### config.mk
export PLATFORM = sky130hd
export DESIGN_NAME = rcb_alloc
export DESIGN_NICKNAME = d
export VERILOG_FILES = /design/src/rtl/rcb_pkg.sv /design/src/rtl/rr_arb.sv /design/src/rtl/rcb_alloc.sv
export SDC_FILE = /design/constraint.sdc
export NUM_CORES = 1
export LEC_CHECK = 0
export CAP_MARGIN = 10
export CORE_ASPECT_RATIO = 1.1
export CORE_MARGIN = 2
export CORE_UTILIZATION = 30
export CTS_CLUSTER_DIAMETER = 50
export DETAILED_ROUTE_END_ITERATION = 16
export GPL_TIMING_DRIVEN = 0
export PLACE_DENSITY_LB_ADDON = 0.15
export REMOVE_ABC_BUFFERS = 1
export SYNTH_ARGS = -nofsm -noshare
export SYNTH_HDL_FRONTEND = slang
export SYNTH_SLANG_ARGS = --single-unit
export TNS_END_PERCENT = 5
### constraint.sdc
create_clock -name clk -period 16.63 [get_ports clk]
set_input_delay 3.326 -clock clk [delete_from_list [all_inputs] [get_ports clk]]
set_output_delay 3.326 -clock clk [all_outputs]
set_load 0.005 [all_outputs]
### src/rtl/rcb_pkg.sv
// ----------------------------------------------------------------------------
// rcb_pkg
// Shared definitions for the wormhole switch allocator.
//   NN_DEF        : default number of input ports
//   MN_DEF        : default number of output ports
//   alloc_state_t : per-output allocator state (IDLE / LOCKED)
// ----------------------------------------------------------------------------
package rcb_pkg;

    localparam int NN_DEF = 5;
    localparam int MN_DEF = 5;

    typedef enum logic {
        IDLE   = 1'b0,
        LOCKED = 1'b1
    } alloc_state_t;

endpackage

### src/rtl/rr_arb.sv
// ----------------------------------------------------------------------------
// rr_arb
// Combinational round-robin arbiter. Searches the request vector starting at
// the pointer position and wrapping from N-1 back to 0; the first set bit wins.
//   i_req : request vector, one bit per requester
//   i_ptr : index of the highest-priority requester this cycle
//   i_en  : arbitration enable; when low no grant is issued
//   o_gnt : one-hot grant (zero when disabled or nothing requests)
//   o_idx : binary index of the granted requester (0 when no grant)
// ----------------------------------------------------------------------------
import rcb_pkg::*;

module rr_arb #(
    parameter int N  = 5,
    parameter int PW = (N > 1) ? $clog2(N) : 1
) (
    input  logic [N-1:0]  i_req,
    input  logic [PW-1:0] i_ptr,
    input  logic          i_en,
    output logic [N-1:0]  o_gnt,
    output logic [PW-1:0] o_idx
);

    logic          w_found;
    logic [PW-1:0] w_pos;

    // Walk the requesters in priority order (ptr, ptr+1, ... wrapping) and
    // latch onto the first one that is asking.
    always_comb begin
        o_gnt   = '0;
        o_idx   = '0;
        w_found = 1'b0;
        w_pos   = '0;
        for (int off = 0; off < N; off++) begin
            w_pos = PW'((int'(i_ptr) + off) % N);
            if (i_en && !w_found && i_req[w_pos]) begin
                o_gnt[w_pos] = 1'b1;
                o_idx        = w_pos;
                w_found      = 1'b1;
            end
        end
    end

endmodule

### src/rtl/rcb_alloc.sv
// ----------------------------------------------------------------------------
// rcb_alloc
// Wormhole switch allocator feeding the request crossbar. Each output port is
// owned by a single input from header to tail; a round-robin arbiter per
// output picks the next owner when the port is free.
//   clk         : router clock
//   rst         : asynchronous active-high reset
//   i_req_vld   : [NN]    input k has a flit waiting for an output
//   i_req_dst   : [NN*MN] one-hot requested output of input k at [k*MN +: MN]
//   i_req_tail  : [NN]    pending flit of input k is a tail flit
//   i_flit_fire : [NN]    flit of input k crossed the crossbar this cycle
//   o_cfg       : [MN*NN] crossbar configuration, row i at [i*NN +: NN];
//                 bit k of row i connects input k to output i
//   o_gnt       : [NN]    input k currently owns some output
// ----------------------------------------------------------------------------
import rcb_pkg::*;

module rcb_alloc #(
    parameter int NN = NN_DEF,
    parameter int MN = MN_DEF
) (
    input  logic              clk,
    input  logic              rst,
    input  logic [NN-1:0]     i_req_vld,
    input  logic [NN*MN-1:0]  i_req_dst,
    input  logic [NN-1:0]     i_req_tail,
    input  logic [NN-1:0]     i_flit_fire,
    output logic [MN*NN-1:0]  o_cfg,
    output logic [NN-1:0]     o_gnt
);

    localparam int PW = (NN > 1) ? $clog2(NN) : 1;

    logic [NN-1:0] w_cfgRow [MN];

    for (genvar gi = 0; gi < MN; gi++) begin : gOut

        alloc_state_t  r_state;
        logic [PW-1:0] r_ptr;
        logic [PW-1:0] r_owner;
        logic [NN-1:0] r_cfg;

        logic [NN-1:0] w_req;
        logic [NN-1:0] w_arbGnt;
        logic [PW-1:0] w_arbIdx;
        logic          w_arbEn;
        logic          w_release;

        // Requesters for this output: valid inputs whose destination bit
        // points here.
        for (genvar gk = 0; gk < NN; gk++) begin : gReq
            assign w_req[gk] = i_req_vld[gk] & i_req_dst[gk*MN + gi];
        end

        // Arbitration only runs while the port is free, so the release cycle
        // itself never re-grants and one idle cycle always separates tenures.
        assign w_arbEn   = (r_state == IDLE);
        assign w_release = i_flit_fire[r_owner] & i_req_tail[r_owner];

        rr_arb #(
            .N  (NN),
            .PW (PW)
        ) uArb (
            .i_req (w_req),
            .i_ptr (r_ptr),
            .i_en  (w_arbEn),
            .o_gnt (w_arbGnt),
            .o_idx (w_arbIdx)
        );

        // Per-output ownership FSM. The owner keeps the port through bubbles
        // (req_vld low) and only gives it up when its tail flit fires.
        always_ff @(posedge clk or posedge rst) begin
            if (rst) begin
                r_state <= IDLE;
                r_ptr   <= '0;
                r_owner <= '0;
                r_cfg   <= '0;
            end else begin
                case (r_state)
                    IDLE: begin
                        if (|w_arbGnt) begin
                            r_cfg   <= w_arbGnt;
                            r_owner <= w_arbIdx;
                            r_ptr   <= (w_arbIdx == PW'(NN - 1)) ? '0 : w_arbIdx + 1'b1;
                            r_state <= LOCKED;
                        end
                    end
                    LOCKED: begin
                        if (w_release) begin
                            r_cfg   <= '0;
                            r_state <= IDLE;
                        end
                    end
                    default: begin
                        r_cfg   <= '0;
                        r_state <= IDLE;
                    end
                endcase
            end
        end

        assign w_cfgRow[gi]         = r_cfg;
        assign o_cfg[gi*NN +: NN]   = r_cfg;

    end

    // An input holds a grant when any output row selects it.
    always_comb begin
        o_gnt = '0;
        for (int i = 0; i < MN; i++) begin
            o_gnt = o_gnt | w_cfgRow[i];
        end
    end

endmodule

==> results of run 1 <==
final cells by class:
type	count	area (µm²)	share of cell area, %
sequential	60	1500	11.1
multi-input combinational	1372	9890	73.3
inverter	99	372	2.75
timing repair buffer	75	781	5.79
clock buffer	9	225	1.67
clock inverter	7	81.3	0.603
tap	513	642	4.76
stage by stage:
step	worst slack [ns]	utilization (%)	std cells	cell area, µm²	hold slack [ns]
finish	8.75	33.7	2135	13500	0.494
global route	8.39	33.7	2135	13500	0.514
detailed placement	8.04	32.9	2117	13200	0.483
CTS	8.42	33.6	2133	13500	0.495
floorplan	10.11	-	1531	11800	0.465
global placement	7.94	32.7	2115	13100	0.482
Yosys cell counts, types with 19 or more instances:
master / count
a211oi_1: 25
a21o_1: 40
a21oi_1: 92
a31oi_1: 23
and2_1: 38
buf_2: 20
clkbuf_1: 52
dfrtp_1: 60
ha_1: 101
inv_1: 86
mux2i_1: 47
nand2_1: 123
nand2b_1: 39
nand3_1: 45
nor2_1: 101
nor2b_1: 23
nor3_1: 52
o211ai_1: 21
o21ai_0: 92
o31ai_1: 19
xnor2_1: 39
worst reg2reg max path, stage by stage (launching register included):
cell	delay [ns]
dfrtp_1	1.09
inv_1	0.64
ha_1	0.91
clkinv_1	0.55
ha_1	0.39
or3_1	0.40
o211ai_1	0.44
a22oi_1	0.21
a211oi_1	0.40
o221ai_1	0.24
a222oi_1	0.49
and4b_1	0.27
o21a_1	0.19
nor4_2	0.45
and2_1	0.44
mux2_1	0.36
flip-flops by register name, indices dropped and copies added (netlist names):
signal	flops
gOut.r_owner	15
gOut.r_state	5
gOut.r_cfg	25
gOut.r_ptr	15
cell families (layout without fill, tap and decap cells):
logic type | after synthesis | after routing | synth area share, %
AO/OA/AOI/OAI | 595 | 595 | 36.3
AND/OR/NAND/NOR | 561 | 561 | 24.8
buffers and inverters | 183 | 190 | 6.09
adder cells (fa/ha/maj) | 101 | 101 | 10.4
multiplexers | 69 | 69 | 6.57
flip-flops | 60 | 60 | 12.4
XOR/XNOR | 46 | 46 | 3.45
layer usage:
metal | vias to the layer above | share of wire, % | track usage, %
met2 | 336 | 48 | 33.7
met5 | - | 0 | 0
met3 | 49 | 3.8 | 1.63
met4 | 0 | 2.6 | 5.91
met1 | 6048 | 45 | 24.5
li1 | 6227 | - | -
worst min-delay path by stage:
stage,cells after the start,to,start
CTS,1,gOut[4].r_owner[2],gOut[4].r_owner[2]
global route,1,gOut[1].r_owner[2],gOut[1].r_owner[2]
global placement,1,gOut[4].r_owner[2],gOut[4].r_owner[2]
finish,1,gOut[4].r_owner[2],gOut[4].r_owner[2]
detailed placement,1,gOut[4].r_owner[2],gOut[4].r_owner[2]
floorplan,1,gOut[0].r_owner[2],gOut[0].r_owner[2]
==> results_dict.tcl, run 1 <==
set metrics [dict create \
    min_period_over_period_pct 47.4 \
    grt_max_degree 40 \
    worstHoldPathType "reg -> reg" \
    syn_area_mm2 0.0121 \
    end_kind "flip-flop" \
    cp_num_buf_inv 1 \
    syn_inst 1615 \
    final_common_cell "nand2_1" \
    drt_iter0_markers 836 \
    synth.distinct_cells 112 \
    fmax_ghz 0.127 \
    wl_um 41200 \
    grt_use_total_pct 19.1 \
    cap_violations 0 \
    root_buffer "clkbuf_16" \
    path_class "in -> reg" \
    async_reset_ff_share_pct 100 \
    grt.overflow.total 0 \
    wire_per_inst_um 19.3 \
    cts_resized 0 \
    cts_tree "done" \
    crit_start "i_req_vld[2]" \
    crit_chain "clkdlybuf4s50_1 > nand2_1 > mux4_2 > a2111oi_1 > a221oi_2 > o2111a_1 > o21ai_1 > o221ai_1 > nor4_1 > or4b_1 > a21oi_4 > a211o_1" \
    crit_end "gOut[3].r_cfg[2]" \
    crit_arrival_ns 8.15 \
    ys_seq_area_share_pct 12.4 \
    postCtsSetupBuffers 0 \
    core_mm2 0.0401 \
    ys.flop_type "dfrtp_1" \
    antennaDiodeCount 0 \
    dieArea_mm2 0.0420 \
    run_status "completed" \
    reg2reg_from "gOut[1].r_ptr[0]" \
    slowest_delay_ns 1.02 \
    layout-drive-gt1-share_pct 7.09 \
    syn_area_per_cell_um2 7.51 \
    fp.dieW_um 196 \
    grt_pass1_wl_um 65500 \
    critical_path.top_delay_family "simple AND/OR/NAND/NOR gates" \
    maxSlewViolCount 0 \
    fp-row-count 77 \
    io_pins 72 \
    critPathLaunchType "primary input" \
    clk_pin_slew_ns 0.06 \
    setup_violations 0 \
    synthTopCellsByArea "dfrtp_1 (12%), ha_1 (10%), mux2i_1 (3.9%)" \
    drc 0 \
    rsz0062_at_grt "no" \
    numPortBuffers 71 \
    cts.sinks 60 \
    cts-hold-fix-buffers 0 \
    reg2reg_to "gOut[1].r_ptr[1]" \
    hold_violations 0 \
    antenna_found_initial 0 \
    rr_worst_depth 15 \
    initial_core_util_pct 30.3 \
    ys_seq_elements 60 \
    r2r_slack_ns 9.07 \
    layout_min_cycle_time_ns 7.88 \
    tightest_slew_ns 1.14 \
    yosysWarnings 0 \
    synth_top_area_share_pct 12.4 \
    clockBufferDepth 2 \
    htreeDepth 3 \
    slowest_stage "clkdlybuf4s50_1" \
    worstPathMaxFanout 11 \
    vias 12700 \
    die_h_um 215 \
    fin_skew_ns 0.00551 \
    gp_congestion 0.898 \
    clock_latency_ns 0.33 \
    fin_tns_setup_ns 0 \
    syn_to_final_growth_pct 11.3 \
    antenna_left 0 \
    via_per_inst 5.93 \
    grt_pass1_vias 11900 \
    synth_top_area_cell "dfrtp_1" \
    synth_edf_count 0 \
    cts_buffers 9 \
    cp.required_ns 16.90 \
    dr.pass1.iters 5 \
    hpwl_um 32000 \
    relSlewSlack_pct 23.9 \
    nets 1760 \
    cp.depth 12 \
    nFillCells 4268 \
    layout_common_cells "nand2_1 (123), nor2_1 (101), ha_1 (101)" \
]
Power of run 1 is left out: the tool's default activity adds up to more than one toggle a clock period on the data nets, which glitch-free logic cannot reach.
==> run 2, diff against run 1 <==
clock period = 7 ns   (was 16.63 ns; I/O delays follow)
==> run 2 against run 1 <==
  * First-iteration DRC count up 6.0%
  * Register-to-register slack worse by 8.8 ns
  * Sequential share of layout area about the same
  * Critical path depth up 3
  * Clock skew down 0.00079 ns
  * Critical path type is now reg -> reg
  * Critical endpoint is now gOut[1].r_ptr[1]
==> results_dict.tcl, run 2 (synthesis results as in run 1) <==
set metrics [dict create \
    clk_pin_slew_ns 0.06 \
    slowest_delay_ns 0.76 \
    core_mm2 0.0401 \
    wire_per_inst_um 19.3 \
    root_buffer "clkbuf_16" \
    postCtsSetupBuffers 0 \
    grt_pass1_vias 11900 \
    vias 12600 \
    cap_violations 0 \
    nFillCells 4261 \
    grt_pass1_wl_um 65500 \
    regMostFlops "gOut.r_cfg" \
    hpwl_um 32000 \
    die_h_um 215 \
    grt_max_degree 40 \
    tightest_slew_ns 0.971 \
    grt_use_total_pct 19.1 \
    setup_violations 0 \
    gp_congestion 0.898 \
    antennaDiodeCount 0 \
    path_class "reg -> reg" \
    cp_num_buf_inv 2 \
    drc 0 \
    cts_tree "done" \
    dr.pass1.iters 5 \
    worstPathMaxFanout 32 \
    layout_min_cycle_time_ns 6.75 \
    numPortBuffers 71 \
    min_period_over_period_pct 96.4 \
    io_pins 72 \
    cts.sinks 60 \
    maxSlewViolCount 0 \
    wl_um 41100 \
    slowest_stage "dfrtp_2" \
    fp.dieW_um 196 \
    fmax_ghz 0.148 \
    antenna_left 0 \
    fin_skew_ns 0.00472 \
    drt_iter0_markers 886 \
    antenna_found_initial 0 \
    dieArea_mm2 0.0420 \
    run_status "completed" \
    critPathLaunchType "flip-flop" \
    critical_path.top_delay_family "compound AO/OA/AOI/OAI gates" \
    final_core_util_pct 33.7 \
    worstHoldPathType "reg -> reg" \
    htreeDepth 3 \
    via_per_inst 5.92 \
    cts_buffers 9 \
    nets 1758 \
    end_kind "flip-flop" \
    layout_common_cells "nand2_1 (123), nor2_1 (101), ha_1 (98)" \
    fp-row-count 77 \
    largest_register_ffs 25 \
    crit_chain "inv_1 > ha_2 > clkinv_1 > ha_1 > or3_1 > o211ai_1 > a22oi_1 > a211oi_1 > o221ai_1 > a222oi_1 > and4b_1 > o21a_1 > nor4_2 > and2_1 > mux2_1" \
    hold_violations 0 \
    clockBufferDepth 2 \
    syn_to_final_growth_pct 11.5 \
    grt.overflow.total 0 \
    cp.required_ns 7.21 \
    crit_arrival_ns 6.96 \
    cts-hold-fix-buffers 0 \
    reg.largest.list "gOut.r_cfg: 25 flops, gOut.r_owner: 15 flops, gOut.r_ptr: 15 flops" \
    rsz0062_at_grt "yes" \
    relSlewSlack_pct 35.2 \
    layout-drive-gt1-share_pct 7.59 \
    initial_core_util_pct 30.3 \
    final_common_cell "nand2_1" \
    clock_latency_ns 0.33 \
]
==> run 2: cell count changes in the layout (fill, tap and decap cells not counted), sizes merged <==
cell | previous run | this run
clkinvlp | 1 | 2
buf | 3 | 2
inv | 99 | 98
clkbuf | 10 | 9
==> run 2: cell type report <==
type                       count  area [µm²]  area share, %
clock buffer                   9         225           1.67
timing repair buffer          73         758           5.61
multi-input combinational   1372        9930           73.4
sequential                    60        1510           11.2
clock inverter                 7        81.3          0.601
tap                          513         642           4.75
inverter                      99         375           2.78
==> run 2: worst register-to-register path, stage by stage, from the launching register on <==
cell,delay [ns]
dfrtp_2,0.76
inv_1,0.50
ha_2,0.71
clkinv_1,0.43
ha_1,0.37
or3_1,0.39
o211ai_1,0.44
a22oi_1,0.22
a211oi_1,0.40
o221ai_1,0.24
a222oi_1,0.48
and4b_1,0.26
o21a_1,0.19
nor4_2,0.45
and2_1,0.43
mux2_1,0.36
==> run 2: repair_timing <==
item / 4_1_cts / 5_1_grt
endpoints found under the hold margin: 0 / 0
gates resized for setup: 5 / 10
endpoints found under the setup margin: 33 / 57
cloned: 0 / 0
pin swaps: 0 / 1
==> run 2: path summary, 6_finish.rpt <==
path | startpoint | to | slack, ns | depth (start not counted)
min in group asynchronous | rst | gOut[0].r_ptr[2] | 1.54 | 2
max in group asynchronous | rst | gOut[1].r_ptr[0] | 4.85 | 3
setup reg to reg | gOut[1].r_ptr[0] | gOut[1].r_ptr[1] | 0.25 | 15
hold / removal | gOut[4].r_owner[2] | gOut[4].r_owner[2] | 0.49 | 1
setup / recovery | gOut[1].r_ptr[0] | gOut[1].r_ptr[1] | 0.25 | 15
hold reg to reg | gOut[4].r_owner[2] | gOut[4].r_owner[2] | 0.49 | 1
==> run 2: per-layer routing <==
| metal | routed length, µm | GRT usage, % | up-vias | part of all wire [%] |
|---|---|---|---|---|
| li1 | - | - | 6224 | - |
| met1 | 18400 | 24.5 | 6019 | 45 |
| met2 | 19900 | 33.7 | 328 | 48 |
| met3 | 1710 | 1.63 | 50 | 4.2 |
| met4 | 1090 | 5.91 | 0 | 2.6 |
| met5 | 0 | 0 | - | 0 |
==> run 2: metrics by stage <==
step	hold WS, ns	cell area, µm²	TNS [ns]	worst slack [ns]	instances
floorplan	0.465	11800	0	0.944	1531
global placement	0.482	13100	-20.88	-1.03	2115
detailed placement	0.483	13200	-15.77	-0.760	2117
CTS	0.495	13500	0	0.00922	2133
global route	0.515	13500	-0.351	-0.206	2133
finish	0.493	13500	0	0.251	2133
Power of run 2 is left out for the same reason.
==> run 3, diff against run 2 <==
PLACE_DENSITY_LB_ADDON = not set   (was 0.15)
==> run 3 against run 2 <==
  * Register-to-register slack better by 0.06 ns
  * Sequential share of layout area hardly changed
  * Critical endpoint unchanged
  * Final cell count is 0.14% higher
  * Wire length is 4.9% lower
  * Largest cell class unchanged
  * First-iteration DRC count is 7.2% higher
  * Design area hardly changed
  * Clock-buffer cell count is 1 higher
  * Setup slack better by 0.061 ns
==> results_dict.tcl, run 3 (synthesis results as in run 1) <==
set metrics [dict create \
    drt_iter0_markers 950 \
    cap_violations 0 \
    initial_core_util_pct 30.3 \
    dr.pass1.iters 5 \
    fmax_ghz 0.150 \
    clockBufferDepth 2 \
    fin_skew_ns 0.00443 \
    largest_register_ffs 25 \
    grt_max_degree 40 \
    nFillCells 4185 \
    place_inst 2118 \
    crit_arrival_ns 6.89 \
    tightest_slew_ns 1.02 \
    end_kind "flip-flop" \
    io_pins 72 \
    wire_per_inst_um 18.3 \
    relSlewSlack_pct 32.3 \
    grt_use_total_pct 18.0 \
    die_h_um 215 \
    worstPathMaxFanout 32 \
    grt_pass1_wl_um 62900 \
    via_per_inst 6.02 \
    cts_tree "done" \
    reg.largest.list "gOut.r_cfg: 25 flops, gOut.r_owner: 15 flops, gOut.r_ptr: 15 flops" \
    maxSlewViolCount 0 \
    antenna_found_initial 0 \
    rsz0062_at_grt "yes" \
    worstHoldPathType "reg -> reg" \
    cts-hold-fix-buffers 0 \
    cp.required_ns 7.20 \
    layout_min_cycle_time_ns 6.69 \
    clk_pin_slew_ns 0.05 \
    syn_to_final_growth_pct 11.4 \
    holdWs_ns 0.496 \
    min_period_over_period_pct 95.5 \
    root_buffer "clkbuf_16" \
    layout_setup_ws_ns 0.312 \
    core_mm2 0.0401 \
    grt.overflow.total 0 \
    wl_um 39100 \
    vias 12900 \
    antennaDiodeCount 0 \
    cts.sinks 60 \
    layout_common_cells "nand2_1 (123), nor2_1 (101), ha_1 (98)" \
    final_common_cell "nand2_1" \
    setup_violations 0 \
    run_status "completed" \
    final_cells 2136 \
    regMostFlops "gOut.r_cfg" \
    htreeDepth 3 \
    place_area_mm2 0.0132 \
    clock_latency_ns 0.32 \
    hold_violations 0 \
    grt_pass1_vias 12000 \
    antenna_left 0 \
    cts_buffers 9 \
    numPortBuffers 71 \
    fp.dieW_um 196 \
    hpwl_um 30400 \
    pre_cts_slack_ns -0.535 \
    dieArea_mm2 0.0420 \
    path_class "reg -> reg" \
    nets 1762 \
    final_cell_area_mm2 0.0135 \
    drc 0 \
    critPathLaunchType "flip-flop" \
    fp-row-count 77 \
    gp_congestion 0.931 \
    layout-drive-gt1-share_pct 7.64 \
]
-- run 3: path summary, 6_finish.rpt --
path | slack (ns) | depth (start not counted) | start | end
worst max register to register | 0.31 | 15 | gOut[1].r_ptr[0] | gOut[1].r_ptr[1]
worst min-delay path | 0.50 | 1 | gOut[4].r_owner[2] | gOut[4].r_owner[2]
max in group asynchronous | 4.90 | 3 | rst | gOut[1].r_ptr[0]
worst max-delay path | 0.31 | 15 | gOut[1].r_ptr[0] | gOut[1].r_ptr[1]
worst min register to register | 0.50 | 1 | gOut[4].r_owner[2] | gOut[4].r_owner[2]
min in group asynchronous | 1.50 | 2 | rst | gOut[4].r_ptr[1]
-- run 3: what timing repair did --
action	CTS	global route
endpoints found under the setup margin	24	48
hold endpoints to repair	0	0
gates cloned	0	0
buffers inserted	0	3
pin swaps	0	1
gates resized for setup	4	5
-- run 3: critical path: stages, from the launching register on --
cell	delay, ns
dfrtp_2	0.74
inv_1	0.47
ha_2	0.68
clkinv_1	0.37
ha_1	0.34
or3_1	0.40
o211ai_1	0.43
nand2_1	0.11
a2111oi_0	0.47
o221ai_1	0.25
a222oi_1	0.55
and4b_1	0.27
o21a_1	0.18
nor4_2	0.48
and2_1	0.42
mux2_1	0.37
-- run 3: metrics by stage --
step,utilization (%),TNS (ns)
2_1_floorplan,-,0
3_3_place_gp,32.7,-14.40
3_5_place_dp,32.9,-5.52
4_1_cts,33.6,0
5_1_grt,33.7,-0.364
6_report,33.7,0
-- run 3: cell type report --
class | instances | area, µm² | area share [%]
multi-input combinational | 1372 | 9910 | 73.4
sequential | 60 | 1510 | 11.1
timing repair buffer | 77 | 788 | 5.83
tap | 513 | 642 | 4.75
inverter | 99 | 372 | 2.75
clock buffer | 10 | 239 | 1.77
clock inverter | 5 | 52.6 | 0.389
-- run 3: metal layers --
metal / up-vias / track usage, % / part of all wire (%)
met1: 6100 / 23.0 / 43
met5: - / 0 / 0
met3: 85 / 1.66 / 4.7
met2: 447 / 30.7 / 47
li1: 6222 / - / -
met4: 0 / 8.26 / 4.8
Power of run 3 is left out for the same reason.
